===== src/rtl/bus_master_pkg.sv =====
// Shared types and helpers for the CPU-side bus master.
//   state_t    : master FSM states
//   SZ_*       : request size encodings (3 is reserved and always misaligned)
//   bus_cmd_t  : registered bus cycle payload (address, lanes, store data)
//   be_for     : byte-lane mask for a size/offset pair (little-endian)
//   misaligned : request alignment check
//   wdata_lanes: store data replicated across the lanes it may occupy
package bus_master_pkg;

    localparam int unsigned ADDR_W = 32;
    localparam int unsigned DATA_W = 32;
    localparam int unsigned BE_W   = DATA_W / 8;

    localparam logic [1:0] SZ_BYTE = 2'd0;
    localparam logic [1:0] SZ_HALF = 2'd1;
    localparam logic [1:0] SZ_WORD = 2'd2;

    typedef enum logic [1:0] {
        IDLE = 2'd0,
        BUS  = 2'd1,
        RESP = 2'd2
    } state_t;

    typedef struct packed {
        logic [ADDR_W-1:0] addr;
        logic [BE_W-1:0]   be;
        logic [DATA_W-1:0] wdata;
    } bus_cmd_t;

    function automatic logic [BE_W-1:0] be_for(input logic [1:0] size,
                                               input logic [1:0] offset);
        logic [BE_W-1:0] be;
        case (size)
            SZ_BYTE: be = 4'b0001 << offset;
            SZ_HALF: be = 4'b0011 << offset;
            SZ_WORD: be = 4'b1111;
            default: be = 4'b0000;
        endcase
        return be;
    endfunction

    function automatic logic misaligned(input logic [1:0] size,
                                        input logic [1:0] offset);
        logic bad;
        case (size)
            SZ_BYTE: bad = 1'b0;
            SZ_HALF: bad = offset[0];
            SZ_WORD: bad = (offset != 2'b00);
            default: bad = 1'b1;
        endcase
        return bad;
    endfunction

    function automatic logic [DATA_W-1:0] wdata_lanes(input logic [1:0]        size,
                                                      input logic [DATA_W-1:0] wdata);
        logic [DATA_W-1:0] lanes;
        case (size)
            SZ_BYTE: lanes = {4{wdata[7:0]}};
            SZ_HALF: lanes = {2{wdata[15:0]}};
            default: lanes = wdata;
        endcase
        return lanes;
    endfunction

endpackage


===== src/rtl/bus_lane_extract.sv =====
// Selects the addressed byte/half lane of a bus read word and extends it to 32 bits.
//   readdata : raw 32-bit word from the slave
//   offset   : byte offset of the access within the word
//   size     : SZ_BYTE / SZ_HALF / SZ_WORD
//   sign_ext : 1 = sign-extend, 0 = zero-extend
//   data     : extended result (combinational)
module bus_lane_extract
    import bus_master_pkg::*;
(
    input  logic [DATA_W-1:0] readdata,
    input  logic [1:0]        offset,
    input  logic [1:0]        size,
    input  logic              sign_ext,
    output logic [DATA_W-1:0] data
);

    logic [7:0]  byte_sel;
    logic [15:0] half_sel;

    // Little-endian lane select
    always_comb begin
        byte_sel = readdata[7:0];
        case (offset)
            2'd0: byte_sel = readdata[7:0];
            2'd1: byte_sel = readdata[15:8];
            2'd2: byte_sel = readdata[23:16];
            2'd3: byte_sel = readdata[31:24];
            default: byte_sel = readdata[7:0];
        endcase
        half_sel = offset[1] ? readdata[31:16] : readdata[15:0];
    end

    // Width extension
    always_comb begin
        data = readdata;
        case (size)
            SZ_BYTE: data = {{24{sign_ext & byte_sel[7]}}, byte_sel};
            SZ_HALF: data = {{16{sign_ext & half_sel[15]}}, half_sel};
            default: data = readdata;
        endcase
    end

endmodule


===== src/rtl/bus_master_if.sv =====
// CPU-side bus master: turns one load/store request at a time into a
// word-aligned memory-mapped bus cycle and returns an extended load result.
//   clk, reset            : clock, async active-low reset
//   req_*                 : CPU request (req_ready is decoded from state)
//   resp_valid/rdata/err  : one-cycle completion pulse with load data / error
//   address, byteenable,
//   writedata, read, write: bus cycle driven to the slave
//   waitrequest, readdata : slave stall and read data
module bus_master_if
    import bus_master_pkg::*;
#(
    parameter int unsigned TIMEOUT = 64,
    parameter int unsigned CNT_W   = 8
)(
    input  logic              clk,
    input  logic              reset,
    input  logic              req_valid,
    output logic              req_ready,
    input  logic              req_write,
    input  logic [1:0]        req_size,
    input  logic              req_signed,
    input  logic [ADDR_W-1:0] req_addr,
    input  logic [DATA_W-1:0] req_wdata,
    output logic              resp_valid,
    output logic [DATA_W-1:0] resp_rdata,
    output logic              resp_err,
    output logic [ADDR_W-1:0] address,
    output logic [BE_W-1:0]   byteenable,
    output logic [DATA_W-1:0] writedata,
    output logic              read,
    output logic              write,
    input  logic              waitrequest,
    input  logic [DATA_W-1:0] readdata
);

    state_t            state_q, state_d;
    bus_cmd_t          cmd_q, cmd_d;
    logic              read_q, read_d;
    logic              write_q, write_d;
    logic [1:0]        size_q, size_d;
    logic              sgn_q, sgn_d;
    logic [1:0]        off_q, off_d;
    logic [CNT_W-1:0]  cnt_q, cnt_d;
    logic [CNT_W-1:0]  cnt_inc;
    logic              resp_valid_q, resp_valid_d;
    logic              resp_err_q, resp_err_d;
    logic [DATA_W-1:0] resp_rdata_q, resp_rdata_d;
    logic [DATA_W-1:0] lane_data;

    // Load path lane selection / extension from the live bus data
    bus_lane_extract u_lane (
        .readdata (readdata),
        .offset   (off_q),
        .size     (size_q),
        .sign_ext (sgn_q),
        .data     (lane_data)
    );

    assign cnt_inc = cnt_q + CNT_W'(1);

    // State and datapath registers
    always_ff @(posedge clk or negedge reset) begin
        if (!reset) begin
            state_q      <= IDLE;
            cmd_q        <= '0;
            read_q       <= 1'b0;
            write_q      <= 1'b0;
            size_q       <= SZ_BYTE;
            sgn_q        <= 1'b0;
            off_q        <= 2'd0;
            cnt_q        <= '0;
            resp_valid_q <= 1'b0;
            resp_err_q   <= 1'b0;
            resp_rdata_q <= '0;
        end else begin
            state_q      <= state_d;
            cmd_q        <= cmd_d;
            read_q       <= read_d;
            write_q      <= write_d;
            size_q       <= size_d;
            sgn_q        <= sgn_d;
            off_q        <= off_d;
            cnt_q        <= cnt_d;
            resp_valid_q <= resp_valid_d;
            resp_err_q   <= resp_err_d;
            resp_rdata_q <= resp_rdata_d;
        end
    end

    // Next-state and next-register logic
    always_comb begin
        state_d      = state_q;
        cmd_d        = cmd_q;
        read_d       = read_q;
        write_d      = write_q;
        size_d       = size_q;
        sgn_d        = sgn_q;
        off_d        = off_q;
        cnt_d        = cnt_q;
        resp_valid_d = 1'b0;
        resp_err_d   = 1'b0;
        resp_rdata_d = '0;

        case (state_q)
            IDLE: begin
                if (req_valid) begin
                    if (misaligned(req_size, req_addr[1:0])) begin
                        // Rejected without touching the bus
                        state_d      = RESP;
                        resp_valid_d = 1'b1;
                        resp_err_d   = 1'b1;
                    end else begin
                        cmd_d.addr  = {req_addr[ADDR_W-1:2], 2'b00};
                        cmd_d.be    = be_for(req_size, req_addr[1:0]);
                        cmd_d.wdata = wdata_lanes(req_size, req_wdata);
                        size_d      = req_size;
                        sgn_d       = req_signed;
                        off_d       = req_addr[1:0];
                        read_d      = ~req_write;
                        write_d     = req_write;
                        cnt_d       = '0;
                        state_d     = BUS;
                    end
                end
            end

            BUS: begin
                if (!waitrequest) begin
                    read_d       = 1'b0;
                    write_d      = 1'b0;
                    state_d      = RESP;
                    resp_valid_d = 1'b1;
                    resp_rdata_d = read_q ? lane_data : '0;
                end else begin
                    cnt_d = cnt_inc;
                    // Abort once the stall count reaches the limit
                    if ((TIMEOUT != 0) && (cnt_inc == CNT_W'(TIMEOUT))) begin
                        read_d       = 1'b0;
                        write_d      = 1'b0;
                        state_d      = RESP;
                        resp_valid_d = 1'b1;
                        resp_err_d   = 1'b1;
                    end
                end
            end

            RESP: begin
                state_d = IDLE;
            end

            default: begin
                state_d = IDLE;
                read_d  = 1'b0;
                write_d = 1'b0;
            end
        endcase
    end

    assign req_ready  = (state_q == IDLE);
    assign resp_valid = resp_valid_q;
    assign resp_err   = resp_err_q;
    assign resp_rdata = resp_rdata_q;
    assign address    = cmd_q.addr;
    assign byteenable = cmd_q.be;
    assign writedata  = cmd_q.wdata;
    assign read       = read_q;
    assign write      = write_q;

endmodule


===== config.mk =====
export PLATFORM = sky130hd
export DESIGN_NAME = bus_master_if
export DESIGN_NICKNAME = d
export VERILOG_FILES = /design/src/rtl/bus_master_pkg.sv /design/src/rtl/bus_lane_extract.sv /design/src/rtl/bus_master_if.sv
export SDC_FILE = /design/constraint.sdc
export NUM_CORES = 1
export LEC_CHECK = 0
export ABC_AREA = 1
export CAP_MARGIN = 0
export CELL_PAD_IN_SITES_DETAIL_PLACEMENT = 0
export CELL_PAD_IN_SITES_GLOBAL_PLACEMENT = 1
export CORE_ASPECT_RATIO = 0.9
export CORE_MARGIN = 5
export CORE_UTILIZATION = 28
export CTS_CLUSTER_DIAMETER = 120
export DETAILED_ROUTE_END_ITERATION = 10
export PLACE_DENSITY = 0.84
export SYNTH_ARGS = -nofsm -noshare
export SYNTH_HDL_FRONTEND = slang
export SYNTH_SLANG_ARGS = --single-unit

===== constraint.sdc =====
create_clock -name clk -period 1.4 [get_ports clk]
set_input_delay 0.28 -clock clk [delete_from_list [all_inputs] [get_ports clk]]
set_output_delay 0.28 -clock clk [all_outputs]
set_load 0.02 [all_outputs]

==> impl_metrics.yaml, run 1 <==
outcome:
  outcome: "finished with violations"
  violations: "setup timing"
clocking:
  numCtsBuffers: 17
  cts_tree: "done"
  htree_levels: 4
  clockBufferDepth: 2
  clock_sinks: 117
  clkLatencyLatePin_ns: 0.41
  cts-root-buf: "clkbuf_16"
  clkTransAtPathRegs_ns: 0.05
timing:
  skew_ns: 0.007363
  period_share_pct: 110.8
  rsz0062_at_grt: "yes"
  min_period_ns: 1.551
  whs_ns: 0.4035
  fin_ws_ns: -0.1509
  slew_viol_final: 0
  report.final.setup_viol: 86
  tns_ns: -7.113
  hold_viol: 0
  fmax_ghz: 0.6448
layout:
  fin_area_mm2: 0.009557
  drive_gt1_share_pct: 36.47
  post-route-util_pct: 52.25
  mostFrequentLayoutCells: "nand2_1, dfrtp_1, clkdlybuf4s50_1, buf_4, nand2_2"
  seqCellArea_mm2: 0.002932
  multi_input_area_mm2: 0.002485
  finalNetCount: 1027
  syn2layout_area_growth_pct: 84.81
  n_fill_cell: 1683
  final_cells: 1180
  mostFrequentLayoutCell: "nand2_1"
  antenna_cells: 0
flow_run:
  cap_violations: 0
logic_synthesis:
  async_flop_share_pct: 100.0
  synth_seq_cells: 117
  synthCells: 616
  ys_warn_count: 0
  synth_cell_type_count: 37
  syn_avg_cell_area_um2: 8.395
  synth_area_mm2: 0.005171
  yosys_most_used_dff: "dfrtp_1"
  yosysSeqAreaShare_pct: 56.62
  synth_edf_count: 0
global_route:
  grt-ovfl-total: 0
  grt_pass1_vias: 5341
  grt_max_degree: 71
  grt_pass1_wl_um: 28770
  grtUsageTotal_pct: 16.88
  antenna_found_initial: 0
drt:
  drc: 0
  vias_per_cell: 4.469
  avgRoutedWirePerCell_um: 15.92
  routed_wl_um: 18790
  ant_nets: 0
  vias: 5273
  dr.pass1.iters: 4
  drt_iter0_markers: 242
critical_path:
  worst-r2r-cell-count: 9
  worstReg2RegEnd: "writedata[11]"
  crit_required_ns: 1.69
  cp_slowest_cell: "dfrtp_1"
  crit_type: "reg2reg"
  worst_setup_path_end_kind: "register"
  path_cells: "nor2_4 > buf_6 > nand2_4 > nor2_4 > buf_6 > clkinv_8 > clkbuf_16 > nand2_2 > o21ai_1"
  crit_fanout: 8
  critPathMaxStageDelay_ns: 0.41
  r2r_setup_slack_ns: -0.15
  startpoint_type: "register"
  r2r_start: "state_q[1]"
  arrival_ns: 1.84
power_and_ir_drop:
  powerDensity_mw_per_mm2: 1882
  p_switching_mw: 6.818
  ir_drop_mv: 0.9213
  clkPwrFrac_pct: 26.1
  switching_share_pct: 37.91
  comb_power_share_pct: 44.1
  power_frac_seq_pct: 29.8
  p_int_mw: 11.17
  p_leak_nw: 4.834
placed_design:
  dp.cells: 1116
  routabilityCongestion: 0.8276
  dp_hpwl_um: 12580
  place_area_mm2: 0.008058
  port-buffer-count: 206
floorplan:
  rows: 47
  num_io_pins: 209
  core_mm2: 0.01829
  start_util_pct: 28.28
  chipWidth_um: 153.3
  die_y_um: 138.9
  die-area_mm2: 0.02129
min_path:
  worstHoldStart: "req_addr[14]"
  worstHoldPathType: "in2reg"
  hold_path_end: "address[14]"
  whs_path_depth: 3
==> cells by family (layout without fill, tap and decap cells) <==
kind of cell / count (synthesis) / after routing / share of synthesized area (%)
buf+inv: 74 / 391 / 6.146
compound gates: 116 / 116 / 12.97
flops: 117 / 117 / 56.62
simple gates: 307 / 308 / 23.95
fa+ha+maj: 1 / 1 / 0.2419
other cells: 1 / 2 / 0.07252
==> sequential cells by signal (all words and copies together), names as in the netlist <==
signal and cells:
read 1, sgn_q 1, write 1, off_q 2
writedata 32, resp_err 1, resp_valid 1, resp_rdata 32
state_q 2, cnt_q 8, byteenable 4, size_q 2
address 30
==> what timing repair did <==
item / CTS / global route
hold buffers: 1 / 0
gates resized for setup: 228 / 234
setup buffers: 10 / 7
endpoints found under the setup margin: 203 / 173
gates cloned: 7 / 8
pin swaps: 9 / 22
hold endpoints to repair: 117 / 0
==> through the flow <==
step / setup WS, ns / power [mW]
global route: -0.2616 / 19.05
global placement: -0.5218 / 12.39
floorplan: -0.02873 / 8.578
finish: -0.1509 / 17.98
detailed placement: -0.5486 / 12.45
CTS: -0.1949 / 17.32
==> worst max path at each step <==
stage                            from       endpoint  slack (ns)  cells after the start
after detailed placement  req_size[1]  writedata[12]       -0.55                      7
after CTS                  state_q[0]      req_ready       -0.19                      2
after floorplan              cnt_q[0]           read       -0.03                     10
after global routing         cnt_q[1]          write       -0.26                     10
after global placement    req_size[1]  writedata[11]       -0.52                      7
final                      state_q[1]  writedata[11]       -0.15                      9
==> power groups by stage <==
stage                     clock (mW)  sequential [mW]  combinational [mW]
after floorplan                    0             6.41                2.17
after global placement             0             5.19                7.21
after detailed placement           0             5.20                7.25
after CTS                       4.79             5.19                7.34
after global routing            4.98             5.52                8.56
final                           4.70             5.36                7.92
==> per-layer routing <==
metal / GRT usage (%) / share of wire, % / wire length, um
met4: 4.501 / 1.3 / 242
met3: 6.552 / 7.0 / 1306
met5: 0 / 0 / 0
met2: 27.33 / 49 / 9215
met1: 21.19 / 43 / 8026
==> synthesized netlist by cell type, types with 6 or more instances <==
library cell  number  area (um^2)
inv_2              6        22.52
o211a_1            6        60.06
o22ai_1           15        93.84
dfrtp_1          117         2928
nor2_1            46        172.7
o21ai_0           37        185.2
o21ai_1           19        95.09
nand3_1           19        95.09
clkbuf_1           7        26.28
inv_1             39        146.4
a21oi_1           27        135.1
nand2_1          226        848.3
buf_2             13        65.06
==> worst max-delay path: cells and delay by family (launching register included) <==
kind / cells / cell delay, ns
DFF: 1 / 0.41
buffers and inverters: 4 / 0.58
AOI/OAI and AO/OA: 1 / 0.05
and+or+nand+nor: 4 / 0.40
==> cell type report <==
class                           instances  area share, %
Clock buffer                           23          5.106
Clock inverter                          9          1.545
Inverter                               47          2.082
Multi-Input combinational cell        427          26.00
Sequential cell                       117          30.68
Tap cell                              245          3.208
Timing Repair Buffer                  311          31.29
Timing Repair inverter                  1        0.09165
(Power assumes the default switching activity.)
==> inputs of run 2 (changes only) <==
--- a/config.mk
+++ b/config.mk
@@ -10,11 +10,12 @@
 export CELL_PAD_IN_SITES_DETAIL_PLACEMENT = 0
 export CELL_PAD_IN_SITES_GLOBAL_PLACEMENT = 1
 export CORE_ASPECT_RATIO = 0.9
-export CORE_MARGIN = 5
+export CORE_MARGIN = 2
 export CORE_UTILIZATION = 28
-export CTS_CLUSTER_DIAMETER = 120
+export CTS_CLUSTER_DIAMETER = 150
 export DETAILED_ROUTE_END_ITERATION = 10
 export PLACE_DENSITY = 0.84
+export REMOVE_ABC_BUFFERS = 1
 export SYNTH_ARGS = -nofsm -noshare
 export SYNTH_HDL_FRONTEND = slang
 export SYNTH_SLANG_ARGS = --single-unit
==> run 2 against run 1 <==
The flow still finishes with violations (setup timing). Critical path depth up 1. Combinational power down 7.3%. Final cell count down 1.4%. Clock skew up 0.0054 ns. Die area down 8.1%. Largest cell class is now registers.
==> impl_metrics.yaml, run 2 (same netlist as run 1, synthesis figures left out) <==
floorplan:
  die_y_um: 132.9
  core_mm2: 0.01823
  rows: 47
  start_util_pct: 28.37
  chipWidth_um: 147.3
  die-area_mm2: 0.01957
  num_io_pins: 209
critical_path:
  crit_type: "reg2reg"
  arrival_ns: 1.89
  cpLargestDelayFamily: "simple AND/OR/NAND/NOR gates"
  path_cells: "ha_4 > nand4_1 > nand2_2 > nand3_2 > nor2_1 > nand2_1 > nand2_2 > buf_4 > buf_6 > nand2_2"
  crit_path_start: "cnt_q[1]"
  worst-r2r-cell-count: 10
  worst_setup_path_end_kind: "register"
  crit_fanout: 5
  r2r_start: "cnt_q[1]"
  path_depth: 10
  startpoint_type: "register"
  cpMostUsedCell: "nand2_2"
  crit_required_ns: 1.71
  cp_slowest_cell: "dfrtp_1"
  critPathMaxStageDelay_ns: 0.41
  path_buf_inv: 2
placed_design:
  port-buffer-count: 206
  dp_hpwl_um: 12320
  place_area_mm2: 0.008075
  routabilityCongestion: 0.8451
power_and_ir_drop:
  switching_share_pct: 37.82
  p_switching_mw: 6.384
  p_leak_nw: 4.637
  clkPwrFrac_pct: 25.8
  powerDensity_mw_per_mm2: 1850
  p_int_mw: 10.50
  power_frac_seq_pct: 30.7
  comb_power_share_pct: 43.5
  ir_drop_mv: 0.8267
global_route:
  grt_max_degree: 35
  grtUsageTotal_pct: 18.02
  grt-ovfl-total: 0
  antenna_found_initial: 0
  grt_pass1_vias: 5179
  grt_pass1_wl_um: 27650
drt:
  ant_nets: 0
  routed_wl_um: 17670
  drc: 0
  vias_per_cell: 4.509
  drt_iter0_markers: 370
  dr.pass1.iters: 4
  vias: 5248
  avgRoutedWirePerCell_um: 15.18
timing:
  period_share_pct: 112.9
  whs_ns: 0.3072
  report.final.setup_viol: 98
  slew_viol_final: 0
  hold_viol: 0
  rsz0062_at_grt: "yes"
  skew_ns: 0.01279
  min_period_ns: 1.581
  fmax_ghz: 0.6324
  fin_ws_ns: -0.1813
outcome:
  outcome: "finished with violations"
  violations: "setup timing"
clocking:
  numCtsBuffers: 17
  htree_levels: 4
  clock_sinks: 117
  cts_tree: "done"
  clockBufferDepth: 2
  clkTransAtPathRegs_ns: 0.06
  clkLatencyLatePin_ns: 0.42
  cts-root-buf: "clkbuf_16"
layout:
  fin_area_mm2: 0.009128
  n_fill_cell: 1705
  mostFrequentLayoutCell: "nand2_1"
  antenna_cells: 0
  mostFrequentLayoutCells: "nand2_1, dfrtp_1, clkdlybuf4s50_1, buf_4, clkdlybuf4s15_1"
  syn2layout_area_growth_pct: 76.51
  finalNetCount: 1011
  drive_gt1_share_pct: 26.01
flow_run:
  cap_violations: 0
min_path:
  worstHoldPathType: "in2async"
==> run 2: cell types whose count changed in the layout (fill, tap and decap cells not counted), sizes merged <==
cell / delta
buf: -11
bufbuf: -1
bufinv: -2
clkbuf: -24
clkdlybuf4s15: +23
clkdlybuf4s50: +1
clkinv: -2
clkinvlp: +2
dlygate4sd2: -1
nand2: -1
==> run 2: stage by stage <==
step,total power [mW],worst slack [ns],setup TNS [ns],cells,util [%]
floorplan,8.430,-1.037,-72.54,590,-
global placement,12.37,-0.5397,-48.70,1111,44.30
detailed placement,12.45,-0.5733,-50.08,1111,44.30
CTS,16.80,-0.1269,-4.385,1155,49.04
global route,17.89,-0.3163,-15.01,1164,50.07
finish,16.88,-0.1813,-6.219,1164,50.07
==> run 2: cell type report <==
class / instances / area [um^2] / share of cell area, %
inverter: 47 / 181.4 / 1.988
tap: 245 / 306.5 / 3.358
clock buffer: 24 / 491.7 / 5.387
timing repair buffer: 297 / 2905 / 31.83
multi-input combinational: 426 / 2215 / 24.26
clock inverter: 8 / 97.59 / 1.069
sequential: 117 / 2930 / 32.10
==> run 2: power by group through the flow <==
stage	Combinational, mW	Sequential [mW]	Clock (mW)
6_report	7.34	5.19	4.35
4_1_cts	7.18	5.18	4.45
3_5_place_dp	7.28	5.17	0
5_1_grt	7.95	5.34	4.60
2_1_floorplan	1.95	6.48	0
3_3_place_gp	7.22	5.16	0
==> run 2: worst paths after layout <==
path                           endpoint  slack [ns]
min                          state_q[0]        0.31
min reg2reg                writedata[1]        0.46
min in group clk               off_q[0]        0.35
max in group asynchronous   address[17]        0.59
max reg2reg                  state_q[0]       -0.18
max                          state_q[0]       -0.18
==> run 2: worst reg2reg max path: cells and delay by family, from the launching register on <==
kind          cells  cell delay, ns
fa+ha+maj         1            0.19
buf+inv           2            0.21
flops             1            0.41
simple gates      7            0.67
==> run 2: layer usage <==
layer / wire length (um) / GRT usage, % / vias up
li1: - / - / 2573
met1: 7734 / 23.70 / 2495
met2: 8663 / 29.08 / 159
met3: 938 / 4.069 / 21
met4: 336 / 6.891 / 0
met5: 0 / 0 / -
==> run 2: timing repair <==
| action | CTS | global route |
|---|---|---|
| endpoints found under the setup margin | 204 | 148 |
| endpoints found under the hold margin | 13 | 0 |
| resized for setup | 251 | 100 |
| pin swaps | 9 | 9 |
| setup buffers | 9 | 8 |
| gates cloned | 2 | 1 |
| hold buffers | 1 | 0 |
